==> config.mk <==
export PLATFORM = sky130hd
export DESIGN_NAME = spi_fsm
export DESIGN_NICKNAME = d
export VERILOG_FILES = /design/src/rtl/spi_fsm_pkg.sv /design/src/rtl/spi_fsm_bit_counter.sv /design/src/rtl/spi_fsm.sv
export SDC_FILE = /design/constraint.sdc
export NUM_CORES = 1
export LEC_CHECK = 0
export ABC_AREA = 1
export BUFFER_PORTS_ARGS = -buffer_cell sky130_fd_sc_hd__buf_2
export CORE_AREA = 2 2 39 41
export DETAILED_ROUTE_END_ITERATION = 8
export DIE_AREA = 0 0 41 43
export HOLD_SLACK_MARGIN = 0.15
export PLACE_DENSITY = 0.57
export SLEW_MARGIN = 20
export SYNTH_ARGS = -nofsm -noshare
export SYNTH_HDL_FRONTEND = slang
export SYNTH_HIERARCHICAL = 1
export SYNTH_SLANG_ARGS = --single-unit
==> constraint.sdc <==
create_clock -name clk -period 2.25 [get_ports clk]
set_clock_uncertainty 0.1 [all_clocks]
set_input_delay 0.1125 -clock clk [delete_from_list [all_inputs] [get_ports clk]]
set_output_delay 0.1125 -clock clk [all_outputs]
set_load 0.005 [all_outputs]
==> src/rtl/spi_fsm_pkg.sv <==
// ----------------------------------------------------------------------------
// spi_fsm_pkg
// Shared definitions for the SPI slave control FSM:
//   - default frame width and bit-counter width
//   - state encodings (also shown on the LED debug port) and the state enum
// ----------------------------------------------------------------------------
package spi_fsm_pkg;

    localparam int WIDTH_DEFAULT = 8;  // 7 address bits + R/W, or one data byte
    localparam int CNT_W_DEFAULT = 4;  // must satisfy 2**CNT_W > WIDTH

    localparam logic [2:0] ENC_IDLE         = 3'd0;
    localparam logic [2:0] ENC_GET_ADDR     = 3'd1;
    localparam logic [2:0] ENC_GOT_ADDR     = 3'd2;
    localparam logic [2:0] ENC_READ_LOAD    = 3'd3;
    localparam logic [2:0] ENC_READ_SHIFT   = 3'd4;
    localparam logic [2:0] ENC_WRITE_RECV   = 3'd5;
    localparam logic [2:0] ENC_WRITE_COMMIT = 3'd6;
    localparam logic [2:0] ENC_DONE         = 3'd7;

    typedef enum logic [2:0] {
        IDLE         = ENC_IDLE,
        GET_ADDR     = ENC_GET_ADDR,
        GOT_ADDR     = ENC_GOT_ADDR,
        READ_LOAD    = ENC_READ_LOAD,
        READ_SHIFT   = ENC_READ_SHIFT,
        WRITE_RECV   = ENC_WRITE_RECV,
        WRITE_COMMIT = ENC_WRITE_COMMIT,
        DONE         = ENC_DONE
    } state_t;

endpackage

==> src/rtl/spi_fsm_bit_counter.sv <==
// ----------------------------------------------------------------------------
// bit_counter
// Counts serial-clock edges within one frame phase. Saturates at LIMIT so
// the FSM always sees a stable "phase complete" value and the count never
// wraps back into range.
// Ports:
//   clk, reset : system clock, asynchronous active-high reset
//   clear      : synchronous clear, has priority over enable
//   enable     : advance the count by one this cycle
//   count      : current count
// ----------------------------------------------------------------------------
module bit_counter
    import spi_fsm_pkg::*;
#(
    parameter int CNT_W = CNT_W_DEFAULT,
    parameter int LIMIT = WIDTH_DEFAULT
) (
    input  logic             clk,
    input  logic             reset,
    input  logic             clear,
    input  logic             enable,
    output logic [CNT_W-1:0] count
);

    localparam logic [CNT_W-1:0] MAX = CNT_W'(LIMIT);

    // NOTE: sequential state is assigned with non-blocking (<=) so every
    // register samples pre-edge values regardless of block ordering.
    always_ff @(posedge clk or posedge reset) begin
        if (reset) begin
            count <= '0;
        end else if (clear) begin
            count <= '0;
        end else if (enable && (count != MAX)) begin
            count <= count + CNT_W'(1);
        end
    end

endmodule

==> src/rtl/spi_fsm.sv <==
// ----------------------------------------------------------------------------
// spi_fsm
// Control FSM of an SPI slave: receives an address + R/W frame, then either
// loads read data into the shift register and enables MISO for one frame,
// or receives one data frame and commits it to data memory.
// Ports:
//   clk, reset : system clock, asynchronous active-high reset
//   cs         : conditioned chip select, active low
//   sclk_pos   : one-clk pulse per rising serial-clock edge
//   sclk_neg   : one-clk pulse per falling serial-clock edge (not used here)
//   rw_bit     : shift-register bit 0 after the address frame (1 = read)
//   addr_we    : strobe, latch the address
//   sr_we      : strobe, parallel-load read data into the shift register
//   dm_we      : strobe, write received data to data memory
//   miso_bufe  : MISO tri-state enable, high while shifting read data out
//   state_dbg  : current state encoding for LED display
// All outputs are decoded from the registered state only.
// ----------------------------------------------------------------------------
module spi_fsm
    import spi_fsm_pkg::*;
#(
    parameter int WIDTH = WIDTH_DEFAULT,
    parameter int CNT_W = CNT_W_DEFAULT
) (
    input  logic       clk,
    input  logic       reset,
    input  logic       cs,
    input  logic       sclk_pos,
    input  logic       sclk_neg,
    input  logic       rw_bit,
    output logic       addr_we,
    output logic       sr_we,
    output logic       dm_we,
    output logic       miso_bufe,
    output logic [2:0] state_dbg
);

    state_t             state;
    state_t             state_next;
    logic [CNT_W-1:0]   count;
    logic               cnt_clear;
    logic               cnt_enable;
    logic               counting;
    logic               at_limit;

    // MISO timing is handled outside this block; the falling-edge pulse is
    // accepted on the interface only.
    logic unused_sclk_neg;
    assign unused_sclk_neg = sclk_neg;

    assign counting   = (state == GET_ADDR) || (state == READ_SHIFT) ||
                        (state == WRITE_RECV);
    assign at_limit   = (count == CNT_W'(WIDTH));
    assign cnt_enable = counting && sclk_pos;

    bit_counter #(
        .CNT_W (CNT_W),
        .LIMIT (WIDTH)
    ) u_bit_counter (
        .clk    (clk),
        .reset  (reset),
        .clear  (cnt_clear),
        .enable (cnt_enable),
        .count  (count)
    );

    always_ff @(posedge clk or posedge reset) begin
        if (reset) begin
            state <= IDLE;
        end else begin
            state <= state_next;
        end
    end

    // NOTE: every signal driven here gets a default first, so no path can
    // leave it unassigned and infer a latch.
    always_comb begin
        state_next = state;
        cnt_clear  = 1'b0;
        // Deasserted chip select outside IDLE aborts, and is checked before
        // any phase-complete transition so an abort on the final bit never
        // reaches a strobe state.
        if ((state != IDLE) && cs) begin
            state_next = IDLE;
            cnt_clear  = 1'b1;
        end else begin
            case (state)
                IDLE: begin
                    if (!cs) begin
                        state_next = GET_ADDR;
                        cnt_clear  = 1'b1;
                    end
                end
                GET_ADDR: begin
                    if (at_limit) begin
                        state_next = GOT_ADDR;
                        cnt_clear  = 1'b1;
                    end
                end
                GOT_ADDR:     state_next = rw_bit ? READ_LOAD : WRITE_RECV;
                READ_LOAD:    state_next = READ_SHIFT;
                READ_SHIFT: begin
                    if (at_limit) begin
                        state_next = DONE;
                        cnt_clear  = 1'b1;
                    end
                end
                WRITE_RECV: begin
                    if (at_limit) begin
                        state_next = WRITE_COMMIT;
                        cnt_clear  = 1'b1;
                    end
                end
                WRITE_COMMIT: state_next = DONE;
                DONE:         state_next = DONE;  // leaves via the cs=1 path
                default: begin
                    state_next = IDLE;
                    cnt_clear  = 1'b1;
                end
            endcase
        end
    end

    // Moore outputs: reset forces IDLE, which forces all of these low at once.
    assign addr_we   = (state == GOT_ADDR);
    assign sr_we     = (state == READ_LOAD);
    assign dm_we     = (state == WRITE_COMMIT);
    assign miso_bufe = (state == READ_SHIFT);
    assign state_dbg = state;

endmodule

-- Yosys cells after proc, flatten, opt, wreduce, memory -nomap -nowiden
Cells that the tools add are included.
- add/sub/neg operators: 1
- $mul: 0
- div/mod/pow operators: 0
- order comparisons: 0
- equal/unequal tests: 13
- shift-type cells: 0
- mux-type cells: 13
- bitwise gates (word level): 0
- reductions and logical operators: 11
- operator list (cell ; count):
    one-hot mux 3 bit (7 select lines) ; 1
    two-way mux 3 bit ; 6
    equality test 3 bit, second input constant ; 4
    two-way mux 4 bit ; 2
    equality test 3 x 2 -> 1 bit, second input constant ; 2
    != test 3 x 2 -> 1 bit, second input constant ; 2
    adder 4 x 1 -> 4 bit, second input constant ; 1
    equality test 4 bit, second input constant ; 1
    != test 4 bit, second input constant ; 1
    AND reduction 4 bit ; 1
    equality test 3 x 1 -> 1 bit, second input constant ; 1
    logical AND 1 bit ; 3
    logical NOT 3 bit ; 1
    two-way mux 1 bit ; 3
    != test 3 x 1 -> 1 bit, second input constant ; 1
    != test 3 bit, second input constant ; 1
    nonzero test 3 bit ; 1
    OR reduction 3 bit ; 1
    logical OR 1 bit ; 2
    one-hot mux 1 bit (2 select lines) ; 1
    nonzero test 2 bit ; 1
    OR reduction 2 bit ; 1
- flip-flop bits (word level): 7
- bits in latches: 0
- bits in writable memories: 0
- bits in read-only memories: 0
- bits of input ports: 6
- logic and storage cells: 40
- memories kept: 0

-- Longest topological paths before layout
Gate-level depths: netlist (run 1).
- depth in word-level cells: 7
- gate-level depth with buffers: 9
- mapped depth without buffers: 9

-- By module
Netlist (run 1), hierarchy kept.
- by module, submodules not included (module ; instances ; cells each ; area each (um2)):
    bit_counter ; 1 ; 35 ; 260.2
    spi_fsm ; 1 ; 40 ; 240.2

-- Worst setup path before layout (run 1)
Ideal clock, no wire load.
- kind: register to register
- start point: register state[2] (netlist: state_dbg[2])
- end point: register u_bit_counter.count[2]
- setup time: 0.126 ns
- arrival: 1.155 ns
- required time: 2.024 ns
- setup slack: 0.869 ns
- cell stages (with the launch flop): 9
- buffers on the path: 0
- path through: dfrtp_1 -> nor2_2 -> nand2_1 -> nand2_2 -> nand3_1 -> inv_1 -> nand2_2 -> nand2_1 -> o21ai_0
- elaborated cells between the ends (all ways): 15
- RTL lines (element ; line ; RTL):
    start: declaration ; spi_fsm.sv:38 ; state_t state;
    start signal: assignment ; spi_fsm.sv:71 ; state <= state_next;
    equality test 3 bit or equality test 3 x 1 -> 1 bit (tied branches) ; spi_fsm.sv:87 ; case (state)
    OR reduction 3 bit (no source line) ; -- ;
    one-hot mux 1 bit (2 select lines) ; spi_fsm.sv:87 ;
    two-way mux 1 bit (*) ; spi_fsm.sv:83 ; if ((state != IDLE) && cs) begin
    named net cnt_clear ; spi_fsm.sv:41 ; logic cnt_clear;
    two-way mux 4 bit or nonzero test 2 bit (tied branches) ; -- ;
    end signal: assignment ; spi_fsm_bit_counter.sv:35 ; count <= count + CNT_W'(1);
    end: declaration ; spi_fsm_bit_counter.sv:22 ; output logic [CNT_W-1:0] count
The timed path passes the listed nets; every way through them passes the cells marked *.
A chain may end at the register's enable or synchronous reset.

-- Final worst setup path (run 1)
- start point: register state[1] (netlist: state_dbg[1])
- end point: register state[1] (netlist: state_dbg[1])
- longest elaborated chain between the ends: 4
- elaborated cells between the ends (all ways): 18
- RTL lines (element ; line):
    equality test 3 bit or nonzero test 3 bit (tied branches) ; spi_fsm.sv:87, spi_fsm.sv:83
    OR reduction 2 bit (no source line) or logical AND 1 bit (tied branches) ; --
    one-hot mux 3 bit (7 select lines) (tied with other cells) ; spi_fsm.sv:87
    two-way mux 3 bit or AND reduction 4 bit (tied branches) ; --
Parallel ways exist; a longest one is shown, timed or not.

==> out/qor.txt, run 1 <==
Root Buffer = clkbuf_4
Reg clk slew, reported paths = 0.05 ns
Antenna Nets Post-Route = 0
critical-path cell list = inv_1 > a21oi_1 > nand2_1 > nand2_1 > nor2_1 > dlygate4sd3_1
# setup viols final = 0
CP Data Required Time = 2.27 ns
Overall Power = 0.000761 W
#FFs+latches synth = 7
vias = 501
Post-Syn Nets = 83
DR WL/cell = 8.80 um
Finished Cell Area = 642 um^2
first-pass GRT wire length = 1640 um
sequential share of power = 32.5%
Die Wd = 41 um
Synth Warn # = 6
Core ar. = 1380 um^2
internal power = 0.000404 W
maximum vdd drop = 642 uV
Clock Path Buffers = 2
buffer and inverter count on the worst path = 2
Hold Crit Class = in2async
Switch Pwr = 0.000358 W
combinational power share = 53.6%
Most Frequent Cell on Critical Path = nand2_1
DR pass1 iterations = 4
DRC = 0
die height = 43 um
commonest non-fill, non-tap cell in the layout = nand2_1
slowest CP cell = dlygate4sd3_1
DR vias/cell = 4.55
CTS tree = built
pwr dens = 1190 nW/um^2
R2R Path Start = state_dbg[1]$_DFFE_PP0P_
R2R cell count = 6
Synth area leaders = dfrtp_1 35%, nand2_1 12%, inv_1 11%
post-synth top area cell = dfrtp_1
DP HPWL = 756 um
r2r setup slk = 0.57 ns
fmax = 595 MHz
total gr overflow = 0
r2r endpoint = state_dbg[1]$_DFFE_PP0P_
commonest non-fill, non-tap cells in the layout = 16 x nand2_1, 14 x inv_1, 11 x buf_2
cells after synthesis = 75
area grow syn2layout = 28.3%
Starting Density = 36.2%
Synth top area share = 35.0%
Setup crit start kind = flop
CP Data Arrival Time = 1.70 ns
cell area after synthesis = 500 um^2
vias in the first global route = 430
CTS resizes = 0
IO buf count = 11
most crowded layer after global routing = met1
Clock Latency Late Sink = 0.24 ns
clock network power share = 13.9%
largest net degree at the start of global routing = 9
number of antenna repair diodes = 0
Placer Congestion = 0.790
fin. max-slew vios = 0
Max Cap Viol = 0
Sum Neg Setup Slack = 0 ns
GRT met1 Usage = 19.5%
synth unique cells = 16
initial antenna violation count = 0
sequential fraction of the synthesis area = 35.0%
Final Cycle Share = 74.7%
critical path class = reg2reg
fin crit period = 1.68 ns
num ports = 13
Area after DPL = 576 um^2
RSZ-0062 raised after global routing = false
H-tree depth = 1
met3 Use GR = 0%
Worst Path Max Fanout = 8
P_leak = 0.352 nW
Switching Fraction = 47.0%
status = complete, no violations
Mean Syn Cell Area = 6.67 um^2
share of layout cells above drive strength 1 = 22.3%
final WL = 968 um
kind of cell adding the most delay to the critical path = buffers and inverters
NumNets Final = 103
Row Count = 14
Slew headroom = 76.3%
1st-iter DRT viols = 7
Worst path max stage delay = 0.55 ns
TritonCTS buffer count = 3
met2 Use GR = 19.4%
gr usage total = 13.1%
Slew @ Worst Pin = 0.355 ns
die area = 1760 um^2
final hold violations = 0
CP endpoint kind = flop
clock sink count = 7
==> cell families after synthesis <==
logic type / share of synthesized area, %
AOI/OAI and AO/OA: 4.00
xor gates and xnor gates: 1.75
adders and majority gates: 5.00
buffers and inverters: 11.2
DFF: 35.0
and+or+nand+nor: 43.0
==> per-stage QoR <==
| step | setup slack, ns | hold slack (ns) | utilization, % | instances |
|---|---|---|---|---|
| after CTS | 0.587 | 0.177 | 46.4 | 110 |
| final | 0.569 | 0.182 | 46.4 | 110 |
| after floorplan | 0.869 | -0.234 | - | 75 |
| after detailed placement | 0.692 | -0.112 | 41.6 | 102 |
| after global placement | 0.677 | -0.110 | 41.6 | 102 |
| after global routing | 0.400 | 0.181 | 46.4 | 110 |
==> layout make-up <==
type,instances,area (um^2)
fill,148,742
timing repair buffer,15,95.1
sequential,7,175
inverter,15,56.3
tap,16,20.0
clock buffer,4,26.3
multi-input combinational,53,269
==> power groups by stage <==
stage          clock network, W  logic, W  registers [W]
2_1_floorplan                 0  0.000293       0.000238
3_3_place_gp                  0  0.000392       0.000249
3_5_place_dp                  0  0.000392       0.000248
4_1_cts                0.000113  0.000409       0.000246
5_1_grt                0.000123  0.000475       0.000256
6_report               0.000106  0.000408       0.000248
==> state kept, by name, indices dropped and copies added, names as in the netlist <==
register	cells
u_bit_counter/count	4
state_dbg	3
==> metal layers <==
layer	wire [um]	part of all wire (%)
met2	453	47
met3	26	2.7
met4	0	0
met5	0	0
met1	488	50
==> worst max-delay path by stage <==
stage | startpoint | end | slack (ns) | cells after the start
final | state_dbg[1]$_DFFE_PP0P_ | state_dbg[1]$_DFFE_PP0P_ | 0.57 | 6
after floorplan | state_dbg[2]$_DFFE_PP0P_ | u_bit_counter/count[2]$_DFFE_PP0P_ | 0.87 | 8
after CTS | state_dbg[1]$_DFFE_PP0P_ | state_dbg[1]$_DFFE_PP0P_ | 0.59 | 6
after global routing | state_dbg[1]$_DFFE_PP0P_ | state_dbg[1]$_DFFE_PP0P_ | 0.40 | 6
after detailed placement | state_dbg[0]$_DFFE_PP0P_ | u_bit_counter/count[2]$_DFFE_PP0P_ | 0.69 | 8
after global placement | state_dbg[2]$_DFFE_PP0P_ | u_bit_counter/count[2]$_DFFE_PP0P_ | 0.68 | 8
==> cell usage after synthesis (all sizes together) <==
cell type,count
ha,2
o21ai,3
nand4,1
inv,15
nor3,4
xnor2,1
nor2,10
nand2,19
dfrtp,7
nor3b,1
nand3,11
a21oi,1
==> worst register-to-register path, stage by stage, from the launching register on <==
cell	delay [ns]
dfrtp_1	0.42
inv_1	0.15
a21oi_1	0.18
nand2_1	0.07
nand2_1	0.07
nor2_1	0.04
dlygate4sd3_1	0.55
==> timing repair <==
action | 4_1_cts | 5_1_grt
setup buffers | 0 | 0
hold buffers | 4 | 0
endpoints found under the hold margin | 10 | 0
Note: power is estimated with default switching activity, not from simulation.
==> run 2: changes to the inputs <==
--- a/config.mk
+++ b/config.mk
@@ -11,7 +11,7 @@
 export DETAILED_ROUTE_END_ITERATION = 8
 export DIE_AREA = 0 0 41 43
 export HOLD_SLACK_MARGIN = 0.15
-export PLACE_DENSITY = 0.57
+export PLACE_DENSITY = 0.59
 export SLEW_MARGIN = 20
 export SYNTH_ARGS = -nofsm -noshare
 export SYNTH_HDL_FRONTEND = slang
==> constraint.sdc (replaced) <==
create_clock -name clk -period 1.4 [get_ports clk]
set_clock_uncertainty 0.1 [all_clocks]
set_input_delay 0.07 -clock clk [delete_from_list [all_inputs] [get_ports clk]]
set_output_delay 0.07 -clock clk [all_outputs]
set_load 0.005 [all_outputs]
==> run 2 against run 1 <==
Net effect: flip-flop and latch count is the same; wire length grew 23%; hold slack gained 0.12 ns; clock-buffer cell count is the same; die area is the same; largest power group unchanged.
==> out/qor.txt, run 2 (synthesis gave the netlist of run 1 again) <==
status = complete, no violations
CP endpoint kind = flop
Antenna Nets Post-Route = 0
fin crit period = 1.36 ns
Final Cycle Share = 97.0%
Slew @ Worst Pin = 0.229 ns
Clock Path Buffers = 2
maximum vdd drop = 1000 uV
commonest non-fill, non-tap cells in the layout = 15 x nand2_1, 11 x inv_1, 11 x buf_2
DR pass1 iterations = 5
Worst Path Max Fanout = 5
Largest register FFs = 4
R2R cell count = 8
pwr dens = 1990 nW/um^2
dpl ws = -0.0312 ns
first-pass GRT wire length = 1770 um
Core ar. = 1380 um^2
Clock Latency Late Sink = 0.24 ns
1st-iter DRT viols = 5
final WL = 1190 um
die height = 43 um
Setup crit start kind = flop
vias in the first global route = 473
DRC = 0
gr usage total = 14.7%
number of antenna repair diodes = 0
final worst slack = 0.0420 ns
NumNets Final = 112
slowest CP cell = dfrtp_1
P_leak = 0.405 nW
Root Buffer = clkbuf_4
CTS tree = built
fillers = 150
fmax = 736 MHz
CP Data Arrival Time = 1.38 ns
Die Wd = 41 um
DR vias/cell = 4.61
initial antenna violation count = 0
hold endpoint = u_bit_counter/count[1]$_DFFE_PP0P_
Area after DPL = 628 um^2
area grow syn2layout = 51.0%
placed insts = 109
IO buf count = 11
num ports = 13
share of layout cells above drive strength 1 = 40.8%
Worst Hold Depth = 6
R2R Path Start = state_dbg[0]$_DFFE_PP0P_
Reg clk slew, reported paths = 0.05 ns
vias = 548
Final Core Density = 54.6%
final hold violations = 0
commonest non-fill, non-tap cell in the layout = nand2_1
Worst path max stage delay = 0.40 ns
total gr overflow = 0
Hold Crit Class = in2reg
CP Data Required Time = 1.42 ns
r2r setup slk = 0.04 ns
r2r endpoint = u_bit_counter/count[2]$_DFFE_PP0P_
Row Count = 14
TritonCTS buffer count = 3
H-tree depth = 1
Finished Cell Area = 756 um^2
Max Cap Viol = 0
DR WL/cell = 10.0 um
largest net degree at the start of global routing = 8
critical-path cell list = nor2_4 > nor2_1 > nand3_1 > nand3_2 > inv_2 > nand2_2 > nand2_1 > o21ai_1
die area = 1760 um^2
Slew headroom = 84.6%
Starting Density = 36.2%
critical path class = reg2reg
# setup viols final = 0
clock sink count = 7
Placer Congestion = 0.790
Worst Hold Launch = sclk_pos
DP HPWL = 834 um
post-route non-filler standard cell count = 119
Largest Register = u_bit_counter/count
fin. max-slew vios = 0
RSZ-0062 raised after global routing = true
[run 2: timing repair]
action	4_1_cts	5_1_grt
endpoints found under the hold margin	10	0
pin swaps	0	4
buffers inserted	0	3
hold buffers	4	0
resized for setup	2	13
endpoints found under the setup margin	3	7
[run 2: worst max-delay path, delay by kind of cell (launching register included)]
| kind | cells | cell delay, ns |
|---|---|---|
| compound gates | 1 | 0.07 |
| simple gates | 6 | 0.59 |
| flops | 1 | 0.40 |
| buf+inv | 1 | 0.07 |
[run 2: power by group]
group / switching, W / internal (W)
clock network: 0.0000625 / 0.000108
logic: 0.000550 / 0.000427
registers: 0.0000753 / 0.000281
total: 0.000688 / 0.000816
[run 2: per-stage QoR]
step / power, W / hold WS [ns] / setup TNS, ns
after CTS: 0.00138 / 0.276 / 0
after global routing: 0.00165 / 0.329 / -0.110
after floorplan: 0.000854 / -0.276 / 0
final: 0.00150 / 0.304 / 0
after global placement: 0.00116 / -0.155 / -0.0286
after detailed placement: 0.00117 / -0.155 / -0.0312
[run 2: routing by layer]
layer  global-route usage, %  part of all wire (%)  vias up
met2                    22.2                    55        7
li1                        -                     -      290
met4                    8.00                     0        0
met1                    20.7                    42      251
met5                       0                     0        -
met3                       0                   2.4        0
[run 2: area by class of cell]
cell class / instances / area, um^2 / share of cell area [%]
multi-input combinational: 53 / 312 / 41.2
sequential: 7 / 175 / 23.2
timing repair buffer: 24 / 166 / 22.0
inverter: 15 / 56.3 / 7.45
clock buffer: 4 / 26.3 / 3.48
tap: 16 / 20.0 / 2.65
[run 2: how the worst max path moves through the flow]
| stage | startpoint | to | slack, ns | cells past startpoint |
|---|---|---|---|---|
| 4_1_cts | state_dbg[2]$_DFFE_PP0P_ | u_bit_counter/count[3]$_DFFE_PP0P_ | 0.02 | 8 |
| 3_5_place_dp | state_dbg[2]$_DFFE_PP0P_ | u_bit_counter/count[2]$_DFFE_PP0P_ | -0.03 | 7 |
| 5_1_grt | state_dbg[2]$_DFFE_PP0P_ | dm_we | -0.04 | 4 |
| 6_report | state_dbg[0]$_DFFE_PP0P_ | u_bit_counter/count[2]$_DFFE_PP0P_ | 0.04 | 8 |
| 2_1_floorplan | state_dbg[2]$_DFFE_PP0P_ | u_bit_counter/count[2]$_DFFE_PP0P_ | 0.02 | 8 |
| 3_3_place_gp | state_dbg[2]$_DFFE_PP0P_ | u_bit_counter/count[2]$_DFFE_PP0P_ | -0.03 | 7 |
